File: src/rtl/fir_coef_if.sv
// Coefficient-load bus between config logic and the FIR filters.
// Carries bank writes, burst start, the word stream and status.
interface fir_coef_if #(
  parameter int AW     = 2,
  parameter int DATA_W = 8
);
  logic              cfg_we;
  logic [AW-1:0]     cfg_addr;
  logic [DATA_W-1:0] cfg_data;
  logic              start;
  logic              coef_ready;
  logic [DATA_W-1:0] coef_val;
  logic              writeen;
  logic              tlast;
  logic              busy;
  logic              done;

  modport master (
    output cfg_we, cfg_addr, cfg_data, start, coef_ready,
    input  coef_val, writeen, tlast, busy, done
  );

  modport slave (
    input  cfg_we, cfg_addr, cfg_data, start, coef_ready,
    output coef_val, writeen, tlast, busy, done
  );
endinterface

File: src/rtl/fir_coef_streamer.sv
// Streams a shadow coefficient bank to the FIR filters as one burst.
// Define FIR_COEF_SYM_EXPAND_EN to send the mirrored 2*N-1 word burst.
module fir_coef_streamer #(
  parameter int NUM_COEF = 4,
  parameter int DATA_W   = 8,
  parameter int AW       = 2
) (
  input logic       clk,
  input logic       rst_n,
  fir_coef_if.slave bus
);

  localparam int DEPTH = 1 << AW;
`ifdef FIR_COEF_SYM_EXPAND_EN
  localparam int LEN = 2 * NUM_COEF - 1;
`else
  localparam int LEN = NUM_COEF;
`endif
  localparam int IW = $clog2(LEN);
  localparam logic [IW-1:0] LASTI = IW'(LEN - 1);
  localparam logic [AW:0]   NCA   = (AW + 1)'(NUM_COEF);
`ifdef FIR_COEF_SYM_EXPAND_EN
  localparam logic [IW-1:0] NCI = IW'(NUM_COEF);
  localparam logic [IW-1:0] MIR = IW'(2 * NUM_COEF - 2);
`endif

  localparam logic [1:0] S_IDLE = 2'd0;
  localparam logic [1:0] S_SEND = 2'd1;
  localparam logic [1:0] S_DONE = 2'd2;

  // Burst position -> bank address (folds back in expanded mode).
  function automatic logic [AW-1:0] src_addr(input logic [IW-1:0] p);
`ifdef FIR_COEF_SYM_EXPAND_EN
    return (p < NCI) ? AW'(p) : AW'(MIR - p);
`else
    return AW'(p);
`endif
  endfunction

  logic [DATA_W-1:0] bank_q [DEPTH];
  logic [DATA_W-1:0] bank_d [DEPTH];
  logic [1:0]        state_q, state_d;
  logic [IW-1:0]     idx_q, idx_d;
  logic [IW-1:0]     idx_nx;
  logic [DATA_W-1:0] coef_val_q, coef_val_d;
  logic              writeen_q, writeen_d;
  logic              tlast_q, tlast_d;
  logic              busy_q, busy_d;
  logic              done_q, done_d;
  logic              we_ok;

  assign we_ok  = bus.cfg_we & ~busy_q & ({1'b0, bus.cfg_addr} < NCA);
  assign idx_nx = idx_q + 1'b1;

  // Write is applied before word 0 is fetched, so a same-cycle
  // write+start sends the new value.
  always_comb begin
    bank_d = bank_q;
    if (we_ok) bank_d[bus.cfg_addr] = bus.cfg_data;
  end

  always_comb begin
    state_d    = state_q;
    idx_d      = idx_q;
    coef_val_d = coef_val_q;
    writeen_d  = writeen_q;
    tlast_d    = tlast_q;
    busy_d     = busy_q;
    done_d     = 1'b0;
    unique case (1'b1)
      (state_q == S_IDLE): begin
        if (bus.start) begin
          state_d    = S_SEND;
          idx_d      = '0;
          busy_d     = 1'b1;
          writeen_d  = 1'b1;
          tlast_d    = 1'b0;
          coef_val_d = bank_d[src_addr('0)];
        end
      end
      (state_q == S_SEND): begin
        if (bus.coef_ready) begin
          if (idx_q == LASTI) begin
            state_d   = S_DONE;
            writeen_d = 1'b0;
            tlast_d   = 1'b0;
            busy_d    = 1'b0;
            done_d    = 1'b1;
          end else begin
            idx_d      = idx_nx;
            coef_val_d = bank_q[src_addr(idx_nx)];
            tlast_d    = (idx_nx == LASTI);
          end
        end
      end
      (state_q == S_DONE): begin
        state_d = S_IDLE;
        idx_d   = '0;
      end
      default: begin
        state_d = S_IDLE;
      end
    endcase
  end

  always_ff @(posedge clk or negedge rst_n) begin
    if (!rst_n) begin
      for (int i = 0; i < DEPTH; i++) bank_q[i] <= '0;
      state_q    <= S_IDLE;
      idx_q      <= '0;
      coef_val_q <= '0;
      writeen_q  <= 1'b0;
      tlast_q    <= 1'b0;
      busy_q     <= 1'b0;
      done_q     <= 1'b0;
    end else begin
      bank_q     <= bank_d;
      state_q    <= state_d;
      idx_q      <= idx_d;
      coef_val_q <= coef_val_d;
      writeen_q  <= writeen_d;
      tlast_q    <= tlast_d;
      busy_q     <= busy_d;
      done_q     <= done_d;
    end
  end

  assign bus.coef_val = coef_val_q;
  assign bus.writeen  = writeen_q;
  assign bus.tlast    = tlast_q;
  assign bus.busy     = busy_q;
  assign bus.done     = done_q;

endmodule

File: src/flat_wrapper.sv
// flat-port wrapper written by rule: the top's interface ports become plain ports
module fir_coef_streamer_flat 
#(
  parameter int NUM_COEF = 4,
  parameter int DATA_W   = 8,
  parameter int AW       = 2
)
  (clk, rst_n, bus_cfg_we, bus_cfg_addr, bus_cfg_data, bus_start, bus_coef_ready, bus_coef_val, bus_writeen, bus_tlast, bus_busy, bus_done);
  fir_coef_if #(.AW(AW), .DATA_W(DATA_W)) bus_i ();
  input logic clk;
  input logic rst_n;
  input wire logic [$bits(bus_i.cfg_we)-1:0] bus_cfg_we;
  input wire logic [$bits(bus_i.cfg_addr)-1:0] bus_cfg_addr;
  input wire logic [$bits(bus_i.cfg_data)-1:0] bus_cfg_data;
  input wire logic [$bits(bus_i.start)-1:0] bus_start;
  input wire logic [$bits(bus_i.coef_ready)-1:0] bus_coef_ready;
  output wire logic [$bits(bus_i.coef_val)-1:0] bus_coef_val;
  output wire logic [$bits(bus_i.writeen)-1:0] bus_writeen;
  output wire logic [$bits(bus_i.tlast)-1:0] bus_tlast;
  output wire logic [$bits(bus_i.busy)-1:0] bus_busy;
  output wire logic [$bits(bus_i.done)-1:0] bus_done;
  assign bus_i.cfg_we = bus_cfg_we;
  assign bus_i.cfg_addr = bus_cfg_addr;
  assign bus_i.cfg_data = bus_cfg_data;
  assign bus_i.start = bus_start;
  assign bus_i.coef_ready = bus_coef_ready;
  assign bus_coef_val = bus_i.coef_val;
  assign bus_writeen = bus_i.writeen;
  assign bus_tlast = bus_i.tlast;
  assign bus_busy = bus_i.busy;
  assign bus_done = bus_i.done;
  fir_coef_streamer #(.NUM_COEF(NUM_COEF), .DATA_W(DATA_W), .AW(AW)) u_core (.clk(clk), .rst_n(rst_n), .bus(bus_i));
endmodule
File: config.mk
export PLATFORM = sky130hd
export DESIGN_NAME = fir_coef_streamer_flat
export DESIGN_NICKNAME = d
export VERILOG_FILES = /design/src/rtl/fir_coef_if.sv /design/src/rtl/fir_coef_streamer.sv /design/src/flat_wrapper.sv
export SDC_FILE = /design/constraint.sdc
export NUM_CORES = 1
export LEC_CHECK = 0
export BUFFER_PORTS_ARGS = -buffer_cell sky130_fd_sc_hd__buf_2
export CAP_MARGIN = 20
export CELL_PAD_IN_SITES_DETAIL_PLACEMENT = 2
export CELL_PAD_IN_SITES_GLOBAL_PLACEMENT = 2
export CORE_ASPECT_RATIO = 1.5
export CORE_MARGIN = 2
export CORE_UTILIZATION = 40
export DETAILED_ROUTE_END_ITERATION = 8
export PLACE_DENSITY = 0.78
export SLEW_MARGIN = 20
export SYNTH_ARGS = -nofsm -noshare
export SYNTH_HDL_FRONTEND = slang
export SYNTH_SLANG_ARGS = --single-unit
File: constraint.sdc
create_clock -name clk -period 2.55 [get_ports clk]
set_clock_uncertainty 0.05 [all_clocks]
set_input_delay 0.255 -clock clk [delete_from_list [all_inputs] [get_ports clk]]
set_output_delay 0.255 -clock clk [all_outputs]
set_load 0.03 [all_outputs]
==> impl_metrics.yaml, run 1 <==
sta:
  hold_ws_ns: 0.174
  finalCritPeriodShare: 0.817
  slew_viol_final: 0
  maxSlewHeadroom: 0.453
  setup_viol: 0
  tns_ns: 0
  fin_crit_ns: 2.08
  fmax_mhz: 480
  tightest_slew_ns: 0.821
  rsz0062_at_grt: "false"
  hold_viol_final: 0
synth:
  ys.warnings.count: 0
  async_flop_share: 1.00
  synth_top_flop_cell: "dfrtp_1"
  ys_seq_area_frac: 0.525
  synth_common_cells: "dfrtp_1, mux2_2, inv_1, nand2_1, mux2i_1"
  yosysUniqueCellTypes: 32
  ys_ff_latch: 47
  synth_area_leaders: "dfrtp_1, mux2_2, mux4_2"
  syn_nets: 181
  synth_enable_flop_cells: 0
  yosys.area.top_type_share: 0.525
  syn-mean-instance-area_sq_um: 13.7
  yosys.cell_count.top_type: "dfrtp_1"
  synthesis.instances: 163
  syn_area_sq_um: 2240
  synth_top_cell_by_area: "dfrtp_1"
cts:
  numCtsBuffers: 5
  clk_pin_slew_ns: 0.08
  post_cts_buffers: 0
  cts_tree: "done"
  cts_buffer_depth: 2
  htree_levels: 2
  cts.sinks: 47
  cts_hold_buf: 1
  clock_latency_ns: 0.31
  cts-resized-gates: 0
  cts-root-buf: "clkbuf_8"
die:
  die_w_microns: 65.1
  start_util: 0.411
  io_pins: 27
  die-area_sq_um: 6220
  die_h_microns: 95.6
  core_area_sq_um: 5450
  rows: 33
detailed_routing:
  vias: 1438
  drc: 0
  dr.pass1.iters: 4
  wl_per_cell_microns: 22.1
  ant_nets: 0
  drt-vias-per-instance: 5.47
  drt_iter0_markers: 31
  routed_wl_microns: 5820
finish:
  drive_gt1_frac: 0.430
  nFillCells: 561
  nets: 210
  diodes: 0
  seq_area_sq_um: 1180
  syn_to_final_growth_pct: 14.0
  multiInputGateArea_sq_um: 937
flow_run:
  max_cap_viol_count: 0
pwr:
  switching_share: 0.376
  power.ir.vdd_worst_uv: 423
  seqPwrFrac: 0.409
  p_int_uw: 2060
  comb_power_share: 0.415
  power.share.clock: 0.176
  p_sw_uw: 1240
  power_uw: 3300
  p_leak_uw: 0.00116
  p_per_area_nw_per_um2: 1290
global_routing:
  use_met1: 0.255
  gr-total-overflow: 0
  grt_max_degree: 26
  busiest_layer: "met2"
  use_met3: 0.0342
  grt_usage: 0.211
  use_met2: 0.386
  grt_pass1_vias: 1677
  antenna_found_initial: 0
  grt_pass1_wl_microns: 9440
worst_setup_path:
  worst_r2r_startpoint: "u_core.idx_q[0]"
  cp-end-kind: "flop"
  critPathRequiredTime_ns: 2.67
  reg2reg_depth: 5
  cp_max_fo: 9
  rrSetupSlack_ns: 0.47
  r2r_end: "u_core.bus.coef_val[4]"
  cp-start-kind: "flop"
  arrival_ns: 2.20
  path_class: "flop to flop"
place:
  place.port_buffers: 26
  place.gp.congestion: 0.788
  hpwlAfterDp_microns: 3900
outcome:
  status: "complete, no violations"
hold_path:
  hp-start: "bus_cfg_data[7]"
  holdPathStages: 2
  hp-class: "input pin to flop"
-- cells by family after synthesis --
kind of cell	count (synthesis)	synth area share
compound gates	19	0.0794
flops	47	0.525
mux	41	0.241
buf+inv	23	0.0559
fa+ha+maj	3	0.0168
simple gates	30	0.0811
-- power groups by stage --
stage / sequential (uW) / combinational, uW / clock, uW
finish: 1350 / 1370 / 580
global route: 1390 / 1490 / 614
CTS: 1350 / 1400 / 583
detailed placement: 1350 / 1360 / 0
global placement: 1310 / 1290 / 0
floorplan: 1390 / 944 / 0
-- how the worst max path moves through the flow --
stage	startpoint	end	slack, ns	cells after the start
global placement	u_core.idx_q[0]	u_core.bus.coef_val[0]	0.60	5
global route	u_core.idx_q[0]	u_core.bus.coef_val[4]	0.39	5
finish	u_core.idx_q[0]	u_core.bus.coef_val[4]	0.47	5
detailed placement	u_core.idx_q[0]	u_core.bus.coef_val[4]	0.49	5
CTS	u_core.idx_q[0]	u_core.bus.coef_val[4]	0.46	5
floorplan	u_core.idx_q[0]	u_core.bus.coef_val[0]	0.62	7
-- stage by stage --
| step | util | worst slack [ns] | instances | cell area (sq um) |
|---|---|---|---|---|
| after global routing | 0.468 | 0.386 | 263 | 2550 |
| after global placement | 0.445 | 0.600 | 254 | 2420 |
| after CTS | 0.468 | 0.461 | 263 | 2550 |
| after detailed placement | 0.445 | 0.494 | 254 | 2420 |
| after floorplan | - | 0.620 | 163 | 2240 |
| final | 0.468 | 0.466 | 263 | 2550 |
-- critical path, stage by stage (launching register included) --
cell	delay [ns]
dfrtp_1	0.41
buf_4	0.19
ha_1	0.24
nand4bb_1	0.62
nand3_1	0.33
o211ai_2	0.11
-- cell usage in the layout, fill, tap and decap left out --
cell and instances:
dfrtp_1 47, buf_2 26, mux2_2 24, inv_1 11, nand2_1 10, mux2i_1 9
mux4_2 8, o211ai_2 8, nand3_1 7, buf_4 7, clkbuf_8 6, nor4bb_1 3
o21ai_0 3, ha_1 3, nor3_1 2, nor2_1 2, a21oi_1 2, nor4b_2 1
or3b_1 1, nand4bb_1 1, nand3_2 1, a2bb2oi_1 1, o2111ai_1 1, o311ai_0 1
nand4b_1 1, nand3b_1 1, o31ai_1 1, o41ai_1 1, a32o_1 1, bufinv_16 1
clkinv_2 1, dlygate4sd3_1 1
-- per-layer routing --
metal,share of wire,vias up
met2,0.56,25
met4,0.020,0
li1,-,649
met1,0.40,755
met5,0,-
met3,0.023,9
-- final cells by class --
class                      count  share of cell area
inverter                      11              0.0162
clock inverter                 2              0.0137
sequential                    47               0.461
multi-input combinational     93               0.367
tap                           70              0.0343
timing repair buffer          34              0.0755
clock buffer                   6              0.0324
(Power assumes the default switching activity.)
==> run 2: changes to the inputs <==
- CORE_UTILIZATION: 40 -> 36
- PLACE_DENSITY: 0.78 -> 0.74
- clock period: 2.55 -> 1.72 ns (I/O delays scaled with it)
==> run 2 against run 1 <==
Worst hold slack got worse by 0.071 ns. Global-route usage fell by 1.6 points. Fmax up 24%. Critical path depth fell by 1. Cell count grew 3.0%. Non-clock buffer count grew 5. Register-to-register slack got worse by 0.43 ns. Clock-buffer cell count stayed put. Largest cell class unchanged.
==> impl_metrics.yaml, run 2 (synthesized netlist as in run 1, its figures left out) <==
worst_setup_path:
  arrival_ns: 1.81
  cp-start-kind: "flop"
  critPathRequiredTime_ns: 1.85
  r2r_end: "u_core.bus.coef_val[7]"
  cp_max_fo: 8
  worst_r2r_startpoint: "u_core.bus.writeen"
  cp_num_buf_inv: 1
  cp-end-kind: "flop"
  rrSetupSlack_ns: 0.04
  crit_cells: 4
  path_class: "flop to flop"
  cp_cell_sequence: "nor4b_2, buf_4, mux2i_1, o211ai_2"
  cp_slowest_cell: "dfrtp_1"
  cp_top_family: "flip-flops"
  slowest_delay_ns: 0.48
  reg2reg_depth: 4
sta:
  hold_ws_ns: 0.103
  maxSlewHeadroom: 0.587
  rsz0062_at_grt: "true"
  finalCritPeriodShare: 0.977
  hold_viol_final: 0
  tightest_slew_ns: 0.602
  fin_ws_ns: 0.0395
  fmax_mhz: 595
  setup_viol: 0
  slew_viol_final: 0
  fin_crit_ns: 1.68
finish:
  layout_commonest_cell: "dfrtp_1"
  finalInstanceArea_sq_um: 2620
  layout_common_cells: "dfrtp_1, buf_2, mux2_2"
  drive_gt1_frac: 0.462
  fin_cells: 271
  nFillCells: 610
  multiInputGateArea_sq_um: 965
  syn_to_final_growth_pct: 16.8
  nets: 215
  seq_area_sq_um: 1180
  diodes: 0
pwr:
  p_per_area_nw_per_um2: 1880
  power_uw: 4920
  power.ir.vdd_worst_uv: 835
  p_leak_uw: 0.00118
global_routing:
  grt_max_degree: 21
  grt_pass1_wl_microns: 9570
  gr-total-overflow: 0
  grt_usage: 0.195
  grt_pass1_vias: 1769
  antenna_found_initial: 0
detailed_routing:
  vias: 1472
  drt-vias-per-instance: 5.43
  dr.pass1.iters: 4
  wl_per_cell_microns: 21.5
  ant_nets: 0
  drt_iter0_markers: 50
  drc: 0
  routed_wl_microns: 5830
place:
  hpwlAfterDp_microns: 4240
  post-place-ws_ns: -0.0756
  place.port_buffers: 26
  dp.cells: 263
  placed_cell_area_sq_um: 2470
  place.gp.congestion: 0.814
cts:
  cts_tree: "done"
  numCtsBuffers: 5
  cts_buffer_depth: 2
  clock_latency_ns: 0.30
  cts-root-buf: "clkbuf_8"
  post_cts_buffers: 0
  clk_pin_slew_ns: 0.08
  htree_levels: 2
  cts.sinks: 47
die:
  core_area_sq_um: 6090
  io_pins: 27
  die-area_sq_um: 6880
  die_w_microns: 68.4
  die_h_microns: 101
  start_util: 0.368
  rows: 35
hold_path:
  holdPathStages: 2
  hp-start: "bus_cfg_data[7]"
  hp-class: "input pin to flop"
outcome:
  status: "complete, no violations"
flow_run:
  max_cap_viol_count: 0
==> run 2: repair_timing <==
| item | in CTS | in global routing |
|---|---|---|
| pin swaps | 0 | 1 |
| endpoints found under the hold margin | 18 | 0 |
| endpoints found under the setup margin | 5 | 9 |
| hold buffers | 1 | 0 |
| gates resized for setup | 3 | 6 |
==> run 2: routing by layer <==
metal	GRT usage	wire length, microns
met2	0.336	3240
met4	0.0800	165
met3	0.0391	131
met1	0.231	2280
met5	0	0
==> run 2: worst register-to-register path, delay by kind of cell (launching register included) <==
kind,cells,cell delay (ns)
and+or+nand+nor,1,0.32
AOI/OAI and AO/OA,1,0.12
DFF,1,0.48
buffers and inverters,1,0.26
muxes,1,0.33
==> run 2: layout make-up <==
| class | instances | area share |
|---|---|---|
| Multi-Input combinational cell | 93 | 0.369 |
| Sequential cell | 47 | 0.450 |
| Tap cell | 74 | 0.0354 |
| Clock inverter | 1 | 0.0115 |
| Clock buffer | 6 | 0.0278 |
| Timing Repair Buffer | 39 | 0.0909 |
| Inverter | 11 | 0.0158 |
==> run 2: per-stage QoR <==
stage                     setup TNS (ns)  utilization
after floorplan                        0            -
after global placement                 0        0.405
after detailed placement         -0.0756        0.405
after CTS                              0        0.425
after global routing             -0.0680        0.430
final                                  0        0.430
==> run 2: worst max path at each step <==
stage	startpoint	to
floorplan	u_core.idx_q[0]	u_core.bus.coef_val[0]
global placement	u_core.idx_q[0]	u_core.bus.coef_val[0]
detailed placement	u_core.idx_q[0]	u_core.idx_q[1]
CTS	u_core.bus.writeen	u_core.bus.coef_val[2]
global route	u_core.bus.writeen	u_core.bus.coef_val[2]
finish	u_core.bus.writeen	u_core.bus.coef_val[7]
==> run 2: report_power, final <==
group / leakage, uW / internal [uW] / total (uW) / switching [uW]
combinational: 0.000554 / 1040 / 2160 / 1120
sequential: 0.000575 / 1630 / 1970 / 340
clock: 0.0000513 / 426 / 784 / 358
==> run 3: changes to the inputs <==
- BUFFER_PORTS_ARGS: -buffer_cell sky130_fd_sc_hd__buf_2 -> -buffer_cell sky130_fd_sc_hd__buf_4
- CORE_MARGIN: 2 -> unset
==> run 3 against run 2 <==
Register-to-register slack better by 0.07 ns. Cell count decreased by 0.37%. Final area increased by 2.3%. Sequential share of layout area down 1.0 points. Non-clock buffer count rose by 1. Clock-buffer cell count is the same. Fmax increased by 4.3%. Die area shrank 4.9%. Utilization is 2.3 points higher. First-iteration DRC count fell by 4.0%. Setup slack improved by 0.070 ns. Highest routed layer unchanged.
==> impl_metrics.yaml, run 3 (synthesized netlist as in run 1, its figures left out) <==
worst_setup_path:
  reg2reg_depth: 6
  cp_max_fo: 10
  cp_slowest_cell: "dfrtp_1"
  arrival_ns: 1.74
  cp_num_buf_inv: 2
  path_class: "flop to flop"
  crit_cells: 6
  cp_cell_sequence: "buf_6, ha_2, nand4bb_4, buf_4, nand3_1, o211ai_2"
  cp-end-kind: "flop"
  slowest_delay_ns: 0.41
  critPathRequiredTime_ns: 1.85
  cp-start-kind: "flop"
  cp_top_family: "flip-flops"
sta:
  hold_viol_final: 0
  fmax_mhz: 621
  rsz0062_at_grt: "false"
  hold_ws_ns: 0.0745
  maxSlewHeadroom: 0.599
  slew_viol_final: 0
  tns_ns: 0
  finalCritPeriodShare: 0.937
  tightest_slew_ns: 0.601
  setup_viol: 0
  fin_crit_ns: 1.61
pwr:
  power_uw: 4900
  p_per_area_nw_per_um2: 1830
  p_leak_uw: 0.00119
  power.ir.vdd_worst_uv: 659
flow_run:
  max_cap_viol_count: 0
finish:
  diodes: 0
  nets: 216
  nFillCells: 558
  syn_to_final_growth_pct: 19.6
  utilization: 0.453
  drive_gt1_frac: 0.465
  multiInputGateArea_sq_um: 975
  seq_area_sq_um: 1180
  fin_cells: 270
  layout_common_cells: "dfrtp_1, buf_4, mux2_2"
  layout_commonest_cell: "dfrtp_1"
detailed_routing:
  dr.pass1.iters: 4
  vias: 1489
  drt_iter0_markers: 48
  routed_wl_microns: 5630
  wl_per_cell_microns: 20.9
  drt-vias-per-instance: 5.51
  drc: 0
  ant_nets: 0
hold_path:
  hp-class: "input pin to flop"
  holdPathStages: 2
die:
  die_h_microns: 98.6
  rows: 34
  core_area_sq_um: 5910
  die_w_microns: 66.4
  io_pins: 27
  die-area_sq_um: 6540
  start_util: 0.379
place:
  place.port_buffers: 26
  dp.cells: 261
  place.gp.congestion: 0.799
  hpwlAfterDp_microns: 4060
cts:
  cts_tree: "done"
  cts-root-buf: "clkbuf_8"
  clock_latency_ns: 0.30
  htree_levels: 2
  cts.sinks: 47
  numCtsBuffers: 5
  cts_buffer_depth: 2
  clk_pin_slew_ns: 0.09
global_routing:
  grt_pass1_wl_microns: 9370
  gr-total-overflow: 0
  grt_usage: 0.198
  grt_pass1_vias: 1749
  grt_max_degree: 48
  antenna_found_initial: 0
outcome:
  status: "complete, no violations"
## run 3: cell types whose count changed in the layout (fill, tap and decap cells not counted), sizes merged
cell | before | now
clkinv | 0 | 1
buf | 38 | 39
bufinv | 1 | 0
## run 3: layout make-up
type                            instances  area share
Clock buffer                            6      0.0309
Clock inverter                          1     0.00187
Tap cell                               72      0.0337
Sequential cell                        47       0.439
Inverter                               11      0.0154
Timing Repair Buffer                   40       0.115
Multi-Input combinational cell         93       0.364
## run 3: path summary, 6_finish.rpt
kind | to | slack [ns] | start
max | u_core.bus.coef_val[0] | 0.11 | u_core.idx_q[0]
min | flop | 0.07 | bus_cfg_data[1]
max reg2reg | u_core.bus.coef_val[0] | 0.11 | u_core.idx_q[0]
min reg2reg | flop | 0.46 | flop
max in group asynchronous | async pin | 0.85 | rst_n
min in group asynchronous | u_core.bus.writeen | 0.35 | rst_n
## run 3: repair_timing
item                       in CTS  in global routing
setup endpoints to repair       8                 16
buffers inserted                0                  1
resized for setup               2                  4
hold buffers                    1                  0
hold endpoints to repair       47                  0
pin swaps                       0                  0
## run 3: metrics by stage
stage	worst slack, ns	cell area, sq um
2_1_floorplan	0.0120	2240
3_3_place_gp	0.0442	2530
3_5_place_dp	-0.0158	2530
4_1_cts	0.0153	2650
5_1_grt	0.0277	2680
6_report	0.109	2680
## run 3: power breakdown
group	internal (uW)	leakage, uW	switching (uW)
clock network	316	0.0000470	371
logic	1130	0.000572	1090
registers	1630	0.000575	364
## run 3: per-layer routing
layer  vias up  routed length (microns)  track usage
met4         0                       68       0.0606
met1       797                     2090        0.220
met2        25                     3340        0.378
met3         6                      131       0.0266
met5         -                        0            0
li1        661                        -            -
